--- src/rtl/sync_fifo_pkg.sv ---
// Shared types and helpers for the programmable sync FIFO.
// Exports ptr_w() and the sticky error-flag bundle fifo_err_t.
package sync_fifo_pkg;

    typedef struct packed {
        logic overflow;
        logic underflow;
    } fifo_err_t;

    function automatic int ptr_w(input int depth);
        return $clog2(depth);
    endfunction

endpackage

--- src/rtl/sync_fifo_prog_if.sv ---
// Handshake/status bundle between a FIFO and its users.
// master: producer/consumer side; slave: the FIFO itself.
interface sync_fifo_prog_if
    import sync_fifo_pkg::*;
#(
    parameter int DATA_W = 8,
    parameter int DEPTH  = 16
);
    localparam int AW = ptr_w(DEPTH);

    logic              wr_en;
    logic [DATA_W-1:0] wr_data;
    logic              rd_en;
    logic [DATA_W-1:0] rd_data;
    logic              rd_valid;
    logic              o_fifo_full;
    logic              o_fifo_empty;
    logic              o_almost_full;
    logic              o_almost_empty;
    logic [AW:0]       o_count;
    logic              err_clr;
    logic              o_overflow;
    logic              o_underflow;

    modport master (
        output wr_en, wr_data, rd_en, err_clr,
        input  rd_data, rd_valid,
        input  o_fifo_full, o_fifo_empty,
        input  o_almost_full, o_almost_empty,
        input  o_count, o_overflow, o_underflow
    );

    modport slave (
        input  wr_en, wr_data, rd_en, err_clr,
        output rd_data, rd_valid,
        output o_fifo_full, o_fifo_empty,
        output o_almost_full, o_almost_empty,
        output o_count, o_overflow, o_underflow
    );

endinterface

--- src/rtl/sync_fifo_prog_fifo_mem.sv ---
// FIFO storage: DEPTH x DATA_W registers, sync write, async read.
// Ports: clk, we/waddr/wdata (write), raddr/rdata (read).
module fifo_mem
    import sync_fifo_pkg::*;
#(
    parameter int DATA_W = 8,
    parameter int DEPTH  = 16,
    localparam int AW    = ptr_w(DEPTH)
) (
    input  logic              clk,
    input  logic              we,
    input  logic [AW-1:0]     waddr,
    input  logic [DATA_W-1:0] wdata,
    input  logic [AW-1:0]     raddr,
    output logic [DATA_W-1:0] rdata
);

    logic [DATA_W-1:0] mem [DEPTH];

    always_ff @(posedge clk) begin
        if (we) begin
            mem[waddr] <= wdata;
        end
    end

    assign rdata = mem[raddr];

endmodule

--- src/rtl/sync_fifo_prog.sv ---
// Single-clock FIFO with count, almost flags, sticky errors.
// Ports: clk, rst (sync, active-high), bus (sync_fifo_prog_if.slave).
// Macro SYNC_FIFO_FWFT_EN selects first-word fall-through reads.
module sync_fifo_prog
    import sync_fifo_pkg::*;
#(
    parameter int DATA_W    = 8,
    parameter int DEPTH     = 16,
    parameter int AF_THRESH = 12,
    parameter int AE_THRESH = 4
) (
    input logic            clk,
    input logic            rst,
    sync_fifo_prog_if.slave bus
);

    localparam int AW = ptr_w(DEPTH);
    localparam logic [AW:0] C_FULL = (AW+1)'(DEPTH);
    localparam logic [AW:0] C_AF   = (AW+1)'(AF_THRESH);
    localparam logic [AW:0] C_AE   = (AW+1)'(AE_THRESH);
    localparam logic [AW:0] C_ONE  = (AW+1)'(1);

    if ((DEPTH < 4) || ((DEPTH & (DEPTH - 1)) != 0)) begin : g_bad_depth
        $error("DEPTH must be a power of 2 and >= 4");
    end
    if (AE_THRESH >= AF_THRESH) begin : g_bad_thresh
        $error("AE_THRESH must be below AF_THRESH");
    end

    logic [AW-1:0]     wr_ptr;
    logic [AW-1:0]     rd_ptr;
    logic [AW:0]       count;
    logic [AW:0]       count_nxt;
    logic              full_q;
    logic              empty_q;
    logic              af_q;
    logic              ae_q;
    fifo_err_t         err_q;
    fifo_err_t         err_nxt;
    logic              wr_acc;
    logic              rd_acc;
    logic [DATA_W-1:0] mem_rd;

    assign wr_acc = bus.wr_en && !full_q;
    assign rd_acc = bus.rd_en && !empty_q;

    always_comb begin
        count_nxt = count;
        unique case (1'b1)
            wr_acc && !rd_acc: count_nxt = count + C_ONE;
            rd_acc && !wr_acc: count_nxt = count - C_ONE;
            default: ;
        endcase
    end

    // A fresh error in the clear cycle still sets the flag.
    always_comb begin
        err_nxt.overflow  = (bus.wr_en && full_q) ||
                            (err_q.overflow && !bus.err_clr);
        err_nxt.underflow = (bus.rd_en && empty_q) ||
                            (err_q.underflow && !bus.err_clr);
    end

    always_ff @(posedge clk) begin
        if (rst) begin
            wr_ptr  <= '0;
            rd_ptr  <= '0;
            count   <= '0;
            full_q  <= 1'b0;
            empty_q <= 1'b1;
            af_q    <= 1'b0;
            ae_q    <= 1'b1;
            err_q   <= '0;
        end else begin
            if (wr_acc) begin
                wr_ptr <= wr_ptr + AW'(1);
            end
            if (rd_acc) begin
                rd_ptr <= rd_ptr + AW'(1);
            end
            count   <= count_nxt;
            full_q  <= (count_nxt == C_FULL);
            empty_q <= (count_nxt == '0);
            af_q    <= (count_nxt >= C_AF);
            ae_q    <= (count_nxt <= C_AE);
            err_q   <= err_nxt;
        end
    end

    fifo_mem #(
        .DATA_W(DATA_W),
        .DEPTH (DEPTH)
    ) u_mem (
        .clk  (clk),
        .we   (wr_acc),
        .waddr(wr_ptr),
        .wdata(bus.wr_data),
        .raddr(rd_ptr),
        .rdata(mem_rd)
    );

`ifdef SYNC_FIFO_FWFT_EN
    assign bus.rd_data  = mem_rd;
    assign bus.rd_valid = !empty_q;
`else
    logic [DATA_W-1:0] rd_q;
    logic              rv_q;

    always_ff @(posedge clk) begin
        if (rst) begin
            rd_q <= '0;
            rv_q <= 1'b0;
        end else begin
            rv_q <= rd_acc;
            if (rd_acc) begin
                rd_q <= mem_rd;
            end
        end
    end

    assign bus.rd_data  = rd_q;
    assign bus.rd_valid = rv_q;
`endif

    assign bus.o_fifo_full    = full_q;
    assign bus.o_fifo_empty   = empty_q;
    assign bus.o_almost_full  = af_q;
    assign bus.o_almost_empty = ae_q;
    assign bus.o_count        = count;
    assign bus.o_overflow     = err_q.overflow;
    assign bus.o_underflow    = err_q.underflow;

endmodule
--- src/flat_wrapper.sv ---
// flat-port wrapper written by rule: the top's interface ports become plain ports
module sync_fifo_prog_flat import sync_fifo_pkg::*;
#(
    parameter int DATA_W    = 8,
    parameter int DEPTH     = 16,
    parameter int AF_THRESH = 12,
    parameter int AE_THRESH = 4
)
  (clk, rst, bus_wr_en, bus_wr_data, bus_rd_en, bus_err_clr, bus_rd_data, bus_rd_valid, bus_o_fifo_full, bus_o_fifo_empty, bus_o_almost_full, bus_o_almost_empty, bus_o_count, bus_o_overflow, bus_o_underflow);
  sync_fifo_prog_if #(.DATA_W(DATA_W), .DEPTH(DEPTH)) bus_i ();
  input logic clk;
  input logic rst;
  input wire logic [$bits(bus_i.wr_en)-1:0] bus_wr_en;
  input wire logic [$bits(bus_i.wr_data)-1:0] bus_wr_data;
  input wire logic [$bits(bus_i.rd_en)-1:0] bus_rd_en;
  input wire logic [$bits(bus_i.err_clr)-1:0] bus_err_clr;
  output wire logic [$bits(bus_i.rd_data)-1:0] bus_rd_data;
  output wire logic [$bits(bus_i.rd_valid)-1:0] bus_rd_valid;
  output wire logic [$bits(bus_i.o_fifo_full)-1:0] bus_o_fifo_full;
  output wire logic [$bits(bus_i.o_fifo_empty)-1:0] bus_o_fifo_empty;
  output wire logic [$bits(bus_i.o_almost_full)-1:0] bus_o_almost_full;
  output wire logic [$bits(bus_i.o_almost_empty)-1:0] bus_o_almost_empty;
  output wire logic [$bits(bus_i.o_count)-1:0] bus_o_count;
  output wire logic [$bits(bus_i.o_overflow)-1:0] bus_o_overflow;
  output wire logic [$bits(bus_i.o_underflow)-1:0] bus_o_underflow;
  assign bus_i.wr_en = bus_wr_en;
  assign bus_i.wr_data = bus_wr_data;
  assign bus_i.rd_en = bus_rd_en;
  assign bus_i.err_clr = bus_err_clr;
  assign bus_rd_data = bus_i.rd_data;
  assign bus_rd_valid = bus_i.rd_valid;
  assign bus_o_fifo_full = bus_i.o_fifo_full;
  assign bus_o_fifo_empty = bus_i.o_fifo_empty;
  assign bus_o_almost_full = bus_i.o_almost_full;
  assign bus_o_almost_empty = bus_i.o_almost_empty;
  assign bus_o_count = bus_i.o_count;
  assign bus_o_overflow = bus_i.o_overflow;
  assign bus_o_underflow = bus_i.o_underflow;
  sync_fifo_prog #(.DATA_W(DATA_W), .DEPTH(DEPTH), .AF_THRESH(AF_THRESH), .AE_THRESH(AE_THRESH)) u_core (.clk(clk), .rst(rst), .bus(bus_i));
endmodule
--- config.mk ---
export PLATFORM = sky130hd
export DESIGN_NAME = sync_fifo_prog_flat
export DESIGN_NICKNAME = d
export VERILOG_FILES = /design/src/rtl/sync_fifo_pkg.sv /design/src/rtl/sync_fifo_prog_if.sv /design/src/rtl/sync_fifo_prog_fifo_mem.sv /design/src/rtl/sync_fifo_prog.sv /design/src/flat_wrapper.sv
export SDC_FILE = /design/constraint.sdc
export NUM_CORES = 1
export LEC_CHECK = 0
export ABC_CLOCK_PERIOD_IN_PS = 4000
export CAP_MARGIN = 20
export CORE_MARGIN = 10
export CORE_UTILIZATION = 45
export CTS_CLUSTER_SIZE = 25
export DETAILED_ROUTE_END_ITERATION = 6
export SLEW_MARGIN = 20
export SYNTH_ARGS = -nofsm -noshare
export SYNTH_HDL_FRONTEND = slang
export SYNTH_HIERARCHICAL = 1
export SYNTH_SLANG_ARGS = --single-unit
--- constraint.sdc ---
create_clock -name clk -period 4 [get_ports clk]
set_clock_uncertainty 0.15 [all_clocks]
set_input_delay 1.2 -clock clk [delete_from_list [all_inputs] [get_ports clk]]
set_output_delay 1.2 -clock clk [all_outputs]
set_load 0.1 [all_outputs]
==> insert_results.sql, run 1 <==
INSERT INTO impl_metrics (metric_group, metric, value, unit) VALUES
('pwr', 'net_sw_share', '30.25', '%'),
('critical_path', 'timing.setup.critical_path_class', 'in2reg', ''),
('synthesis', 'post-synth-top-area-fraction', '61.13', '%'),
('pwr', 'power_report.internal_total', '3.166', 'mW'),
('critical_path', 'critPathBufInv', '1', ''),
('pwr', 'report.power.total', '4.540', 'mW'),
('critical_path', 'crit_chain', 'clkdlybuf4s50_1 -> nand2b_4 -> nand2_1 -> xnor2_1 -> ha_1 -> a21o_1 -> a21oi_1 -> nor3_1 -> or4_1 -> a41o_1', ''),
('hold_path', 'hold_path_class', 'reg2reg', ''),
('finish', 'mostFrequentLayoutCell', 'edfxtp_1', ''),
('route', 'drc', '0', ''),
('grt', 'maximum_number_of_pins_on_one_net_before_global_route_repair', '36', ''),
('synthesis', 'synth-seq-area-share', '70.05', '%'),
('critical_path', 'endpoint_kind', 'flop', ''),
('grt', 'vias_in_the_first_global_route', '3342', ''),
('pwr', 'power.leakage', '2.492', 'nW'),
('sta', 'finalCritPeriodShare', '84.86', '%'),
('route', 'detail_route.wl_per_cell', '19.80', 'um'),
('cts', 'post-cts-setup-buffer-count', '0', ''),
('critical_path', 'timing.critical_path.slowest_cell_delay', '490', 'ps'),
('grt', 'global_route_wire_length_before_repair', '18.97', 'mm'),
('critical_path', 'crit_path_top_delay_cell', 'or4_1', ''),
('grt', 'antenna_found_initial', '0', ''),
('cts', 'h_tree_depth_reported_by_cts', '4', ''),
('cts', 'clock_path_buffers', '2', ''),
('finish', 'diodes', '0', ''),
('pwr', 'power_switching', '1.373', 'mW'),
('floorplan', 'fp-row-count', '43', ''),
('critical_path', 'cp.required', '4170', 'ps'),
('sta', 'setup-violations-final', '0', ''),
('finish', 'footprint_of_the_multi_input_gates', '1707', 'um2'),
('pwr', 'p_seq_share', '43.1', '%'),
('synthesis', 'syn-instance-count', '365', ''),
('floorplan', 'io_pins', '33', ''),
('cts', 'cts_tree', 'built', ''),
('placed_design', 'dp_hpwl', '7.884', 'mm'),
('floorplan', 'start_util', '45.65', '%'),
('synthesis', 'cell_area_synth', '6287', 'um2'),
('grt', 'global_route.usage.total', '12.95', '%'),
('finish', 'fill_cells', '1130', ''),
('pwr', 'vdd_drop_max', '0.3623', 'mV'),
('route', 'postRouteAntennaNets', '0', ''),
('run_status', 'status', 'finished clean', ''),
('route', 'wirelength', '12.06', 'mm'),
('synthesis', 'yosysUniqueCellTypes', '51', ''),
('sta', 'timing_max_transition_violations_final', '0', ''),
('sta', 'grt_setup_unrepaired', 'no', ''),
('synthesis', 'ys_async_sr_fraction', '0', '%'),
('cts', 'cts_inserted_buffers', '17', ''),
('floorplan', 'core', '13770', 'um2'),
('cts', 'worst_skew_pair.late_latency', '430', 'ps'),
('sta', 'finalCriticalPeriod', '3394', 'ps'),
('flow_run', 'timing.max_cap.violations', '0', ''),
('synthesis', 'synth_top_area_cell', 'edfxtp_1', ''),
('placed_design', 'gp_routability_congestion', '0.7612', ''),
('synthesis', 'ys_top_cells_by_area', 'edfxtp_1 61%, dfxtp_1 8.9%, mux4_2 6.4%', ''),
('finish', 'area.growth.synth_to_final', '17.33', '%'),
('grt', 'globalRoute.totalOverflow', '0', ''),
('route', 'first_pass_detailed_route_iteration_total', '4', ''),
('cts', 'post_cts_hold_buffer_count', '0', ''),
('pwr', 'power_density', '615.4', 'nW/um2'),
('sta', 'worst_max_slew_pin_slew', '907.7', 'ps'),
('cts', 'cts.clk_slew.worst_paths', '60', 'ps'),
('floorplan', 'dieWidth', '138.2', 'um'),
('placed_design', 'buffer_ports.inserted', '32', ''),
('route', 'vias_per_cell', '5.419', ''),
('sta', 'setup_tns', '0', 'ps'),
('finish', 'most-common-layout-cells', '128 x edfxtp_1, 41 x buf_4, 32 x nand2_1', ''),
('synthesis', 'ys.warnings.count', '6', ''),
('pwr', 'comb_power_share', '22.2', '%'),
('floorplan', 'die_area', '19100', 'um2'),
('synthesis', 'synth.net_count', '382', '');
[worst reg2reg max path: stages, from the launching register on]
cell and delay [ps]:
dfxtp_1 370, nand2b_4 230, nand2_1 90, xnor2_1 130
ha_1 250, a21o_1 200, a21oi_1 230, nor3_1 110
or4_1 490, a41o_1 230
[worst paths after layout]
kind,startpoint,endpoint,slack [ps],cells after the start
max,bus_wr_en,u_core/bus.o_almost_empty$_SDFF_PP1_,610,10
min,u_core/bus.rd_data[1]$_SDFFE_PP0P_,u_core/bus.rd_data[1]$_SDFFE_PP0P_,300,2
min reg2reg,u_core/bus.rd_data[1]$_SDFFE_PP0P_,u_core/bus.rd_data[1]$_SDFFE_PP0P_,300,2
max reg2reg,u_core/bus.o_fifo_full$_SDFF_PP0_,u_core/bus.o_almost_empty$_SDFF_PP1_,1420,9
[stage by stage]
step | util (%) | worst slack, ps | area [um2] | hold WS (ps) | std cells
CTS | 53.56 | 664.8 | 7377 | 308.1 | 609
detailed placement | 49.36 | 210.4 | 6798 | 299.9 | 578
floorplan | - | 679.4 | 6287 | 361.8 | 365
global route | 53.56 | 457.1 | 7377 | 337.1 | 609
finish | 53.56 | 605.6 | 7377 | 304.5 | 609
global placement | 49.36 | 268.3 | 6798 | 298.4 | 578
[flip-flops by register name, indices dropped and copies added (netlist names), 4 cells and up]
signal / cells
u_core/u_mem/mem: 128
u_core/bus.rd_data: 8
u_core/bus.o_count: 5
u_core/wr_ptr: 4
u_core/rd_ptr: 4
[per-layer routing]
layer	GRT usage [%]	vias to the layer above	share of wire [%]
li1	-	1547	-
met1	16.72	1661	46
met2	19.55	84	47
met3	4.863	8	5.7
met4	4.661	0	1.2
met5	0	-	0
[synthesized netlist by cell type (all sizes together) (2+ instances only)]
cell type      number
xnor2               5
nor4b               2
and3                2
inv                 7
edfxtp            128
o22ai               2
ha                  4
nand2              32
nand2b              4
a221oi              2
dfxtp              28
nor3                5
clkbuf              5
clkdlybuf4s25       3
nand3b              2
a21oi              12
a22oi              19
mux4               32
a41o                2
nand3               2
xor2                5
buf                12
nor2               30
nand4               3
[logic make-up (layout without fill, tap and decap cells)]
kind of cell / after synthesis / in the layout / share of synthesized area, %
multiplexers: 33 / 33 / 12.46
AO/OA/AOI/OAI: 45 / 45 / 5.294
buffers and inverters: 27 / 91 / 2.806
AND/OR/NAND/NOR: 90 / 90 / 7.204
XOR/XNOR: 10 / 10 / 1.393
adder cells (fa/ha/maj): 4 / 4 / 0.7961
flip-flops: 156 / 156 / 70.05
[area by class of cell]
type	instances	share of cell area (%)
clock buffers	19	5.868
clock inverters	12	1.984
inverters	7	0.4240
multi-input cells	182	23.13
flip-flops and latches	156	59.74
well taps	180	3.053
repair buffers	53	5.801
[power groups by stage]
| stage | clock network (mW) | logic, mW | registers, mW |
|---|---|---|---|
| after detailed placement | 0 | 1.01 | 1.99 |
| after global placement | 0 | 1.00 | 1.99 |
| after global routing | 1.69 | 1.07 | 1.97 |
| after CTS | 1.62 | 1.01 | 1.96 |
| after floorplan | 0 | 0.524 | 2.26 |
| final | 1.58 | 1.01 | 1.96 |
Power figures use the tool's default switching activity.
==> run 2: changes to the inputs <==
--- a/config.mk
+++ b/config.mk
@@ -5,12 +5,13 @@
 export SDC_FILE = /design/constraint.sdc
 export NUM_CORES = 1
 export LEC_CHECK = 0
-export ABC_CLOCK_PERIOD_IN_PS = 4000
+export ABC_CLOCK_PERIOD_IN_PS = 3100
 export CAP_MARGIN = 20
 export CORE_MARGIN = 10
 export CORE_UTILIZATION = 45
 export CTS_CLUSTER_SIZE = 25
 export DETAILED_ROUTE_END_ITERATION = 6
+export PLACE_DENSITY = 0.65
 export SLEW_MARGIN = 20
 export SYNTH_ARGS = -nofsm -noshare
 export SYNTH_HDL_FRONTEND = slang
==> constraint.sdc (replaced) <==
create_clock -name clk -period 3.1 [get_ports clk]
set_clock_uncertainty 0.15 [all_clocks]
set_input_delay 0.93 -clock clk [delete_from_list [all_inputs] [get_ports clk]]
set_output_delay 0.93 -clock clk [all_outputs]
set_load 0.1 [all_outputs]
==> insert_results.sql, run 2 (synthesis results as in run 1) <==
INSERT INTO impl_metrics (metric_group, metric, value, unit) VALUES
('run_status', 'status', 'finished clean', ''),
('sta', 'slew_headroom', '59.17', '%'),
('pwr', 'report.power.total', '5.755', 'mW'),
('finish', 'most-common-layout-cells', '128 x edfxtp_1, 49 x buf_4, 32 x nand2_1', ''),
('placed_design', 'buffer_ports.inserted', '32', ''),
('critical_path', 'crit_chain', 'clkdlybuf4s50_1 -> nand2b_4 -> nand2_1 -> xnor2_1 -> ha_2 -> a21o_1 -> and3_4 -> nor3_1 -> or4_1 -> a41o_1', ''),
('floorplan', 'io_pins', '33', ''),
('floorplan', 'dieWidth', '138.2', 'um'),
('placed_design', 'dp_hpwl', '8.107', 'mm'),
('floorplan', 'core', '13770', 'um2'),
('critical_path', 'timing.critical_path.slowest_cell_delay', '540', 'ps'),
('pwr', 'power.leakage', '2.531', 'nW'),
('finish', 'diodes', '0', ''),
('sta', 'finalCritPeriodShare', '97.37', '%'),
('finish', 'mostFrequentLayoutCell', 'edfxtp_1', ''),
('sta', 'worst_max_slew_pin_slew', '610.2', 'ps'),
('finish', 'layout.nets', '444', ''),
('sta', 'grt_setup_unrepaired', 'no', ''),
('flow_run', 'timing.max_cap.violations', '0', ''),
('cts', 'cts_inserted_buffers', '17', ''),
('floorplan', 'fp-row-count', '43', ''),
('floorplan', 'start_util', '45.65', '%'),
('finish', 'largest_register', 'u_core/u_mem/mem', ''),
('sta', 'setup-violations-final', '0', ''),
('floorplan', 'die-height', '138.2', 'um'),
('critical_path', 'critPathBufInv', '1', ''),
('route', 'dr_total_vias', '3404', ''),
('critical_path', 'critical-path-top-delay-family', 'simple AND/OR/NAND/NOR gates', ''),
('critical_path', 'endpoint_kind', 'flop', ''),
('route', 'detail_route.wl_per_cell', '20.00', 'um'),
('sta', 'report.final.hold_viol_count', '0', ''),
('sta', 'setup_tns', '0', 'ps'),
('finish', 'share_of_final_layout_standard_cells_stronger_than_drive_strength_1', '25.06', '%'),
('grt', 'global_route.usage.total', '12.99', '%'),
('cts', 'ctsRootBufferMaster', 'clkbuf_16', ''),
('sta', 'timing_max_transition_violations_final', '0', ''),
('route', 'first_pass_detailed_route_iteration_total', '4', ''),
('floorplan', 'die_area', '19100', 'um2'),
('grt', 'antenna_found_initial', '0', ''),
('critical_path', 'crit_path_top_delay_cell', 'clkdlybuf4s50_1', ''),
('cts', 'cts.clk_slew.worst_paths', '60', 'ps'),
('sta', 'finalCriticalPeriod', '3019', 'ps'),
('grt', 'global_route_wire_length_before_repair', '19.62', 'mm'),
('pwr', 'vdd_drop_max', '0.6673', 'mV'),
('sta', 'hold-worst-slack', '305.0', 'ps'),
('cts', 'cts_tree', 'built', ''),
('route', 'drc', '0', ''),
('sta', 'peak_clock_frequency_supported_by_timing', '331.3', 'MHz'),
('route', 'vias_per_cell', '5.499', ''),
('pwr', 'power_density', '773.7', 'nW/um2'),
('hold_path', 'hold_path_class', 'reg2reg', ''),
('cts', 'clock_sinks', '156', ''),
('critical_path', 'cp.required', '3260', 'ps'),
('route', 'postRouteAntennaNets', '0', ''),
('critical_path', 'timing.setup.critical_path_class', 'in2reg', ''),
('route', 'initialDrtViolationCount', '212', ''),
('grt', 'maximum_number_of_pins_on_one_net_before_global_route_repair', '36', ''),
('critical_path', 'startpoint_type', 'input pin', ''),
('critical_path', 'timing.critical_path.arrival', '3180', 'ps'),
('grt', 'globalRoute.totalOverflow', '0', ''),
('finish', 'largest_register_ff_count', '128', ''),
('grt', 'vias_in_the_first_global_route', '3488', ''),
('cts', 'worst_skew_pair.late_latency', '410', 'ps'),
('critical_path', 'crit_path_max_fanout', '5', ''),
('placed_design', 'gp_routability_congestion', '0.7926', ''),
('cts', 'h_tree_depth_reported_by_cts', '4', ''),
('route', 'wirelength', '12.38', 'mm'),
('finish', 'post-route-util', '54.01', '%'),
('finish', 'fill_cells', '1115', ''),
('cts', 'clock_path_buffers', '2', ''),
('finish', 'area.growth.synth_to_final', '18.31', '%');
run 2: final cells by class:
cell class	instances	area [um2]	area share, %
Clock buffer	22	444.2	5.971
Clock inverter	9	72.57	0.9756
Inverter	7	31.28	0.4205
Multi-Input combinational cell	182	1727	23.21
Sequential cell	156	4408	59.26
Tap cell	180	225.2	3.028
Timing Repair Buffer	63	530.5	7.132
run 2: per-layer routing:
| metal | wire length (um) | global-route usage [%] | up-vias |
|---|---|---|---|
| met2 | 6064 | 21.16 | 95 |
| met1 | 5492 | 16.31 | 1735 |
| li1 | - | - | 1563 |
| met5 | 0 | 0 | - |
| met3 | 744 | 4.281 | 11 |
| met4 | 79 | 3.330 | 0 |
run 2: worst reg2reg max path: stages, from the launching register on:
cell and delay [ps]:
dfxtp_2 330, nand2b_4 140, inv_2 50, nand2_1 60, xnor2_1 130, ha_2 220
a21o_1 200, and3_4 200, o31a_1 260, or3_4 410, nor4b_4 200
run 2: report_power, final:
part | total [mW] | internal (mW) | switching, mW
sequential | 2.47 | 2.38 | 0.0968
clock | 1.84 | 1.09 | 0.751
combinational | 1.44 | 0.518 | 0.926
total | 5.76 | 3.98 | 1.77
run 2: final timing paths:
check                                                   startpoint                              endpoint  slack [ps]  cells past startpoint
worst max-delay path                                     bus_wr_en  u_core/bus.o_almost_empty$_SDFF_PP1_          80                     10
worst min register to register  u_core/bus.rd_data[7]$_SDFFE_PP0P_    u_core/bus.rd_data[7]$_SDFFE_PP0P_         310                      2
worst min-delay path            u_core/bus.rd_data[7]$_SDFFE_PP0P_    u_core/bus.rd_data[7]$_SDFFE_PP0P_         310                      2
worst max register to register  u_core/bus.o_fifo_empty$_SDFF_PP1_     u_core/bus.o_fifo_full$_SDFF_PP0_         670                     10
run 2: repair_timing:
item,CTS,global route
buffers inserted,0,0
setup endpoints to repair,0,5
hold buffers,0,0
hold endpoints to repair,0,0
gates resized for setup,0,5
run 2: metrics by stage:
stage	setup WS [ps]	cells	cell area, um2
floorplan	51.01	365	6290
global placement	-314.0	588	6899
global route	4.648	619	7438
CTS	1.230	619	7416
detailed placement	-360.0	588	6899
finish	81.50	619	7438
==> run 3: changes to the inputs <==
--- a/config.mk
+++ b/config.mk
@@ -12,6 +12,7 @@
 export CTS_CLUSTER_SIZE = 25
 export DETAILED_ROUTE_END_ITERATION = 6
 export PLACE_DENSITY = 0.65
+export SKIP_CTS_REPAIR_TIMING = 1
 export SLEW_MARGIN = 20
 export SYNTH_ARGS = -nofsm -noshare
 export SYNTH_HDL_FRONTEND = slang
==> results of run 3 <==
No change in the layout: final DEF, timing and power equal those of run 2.
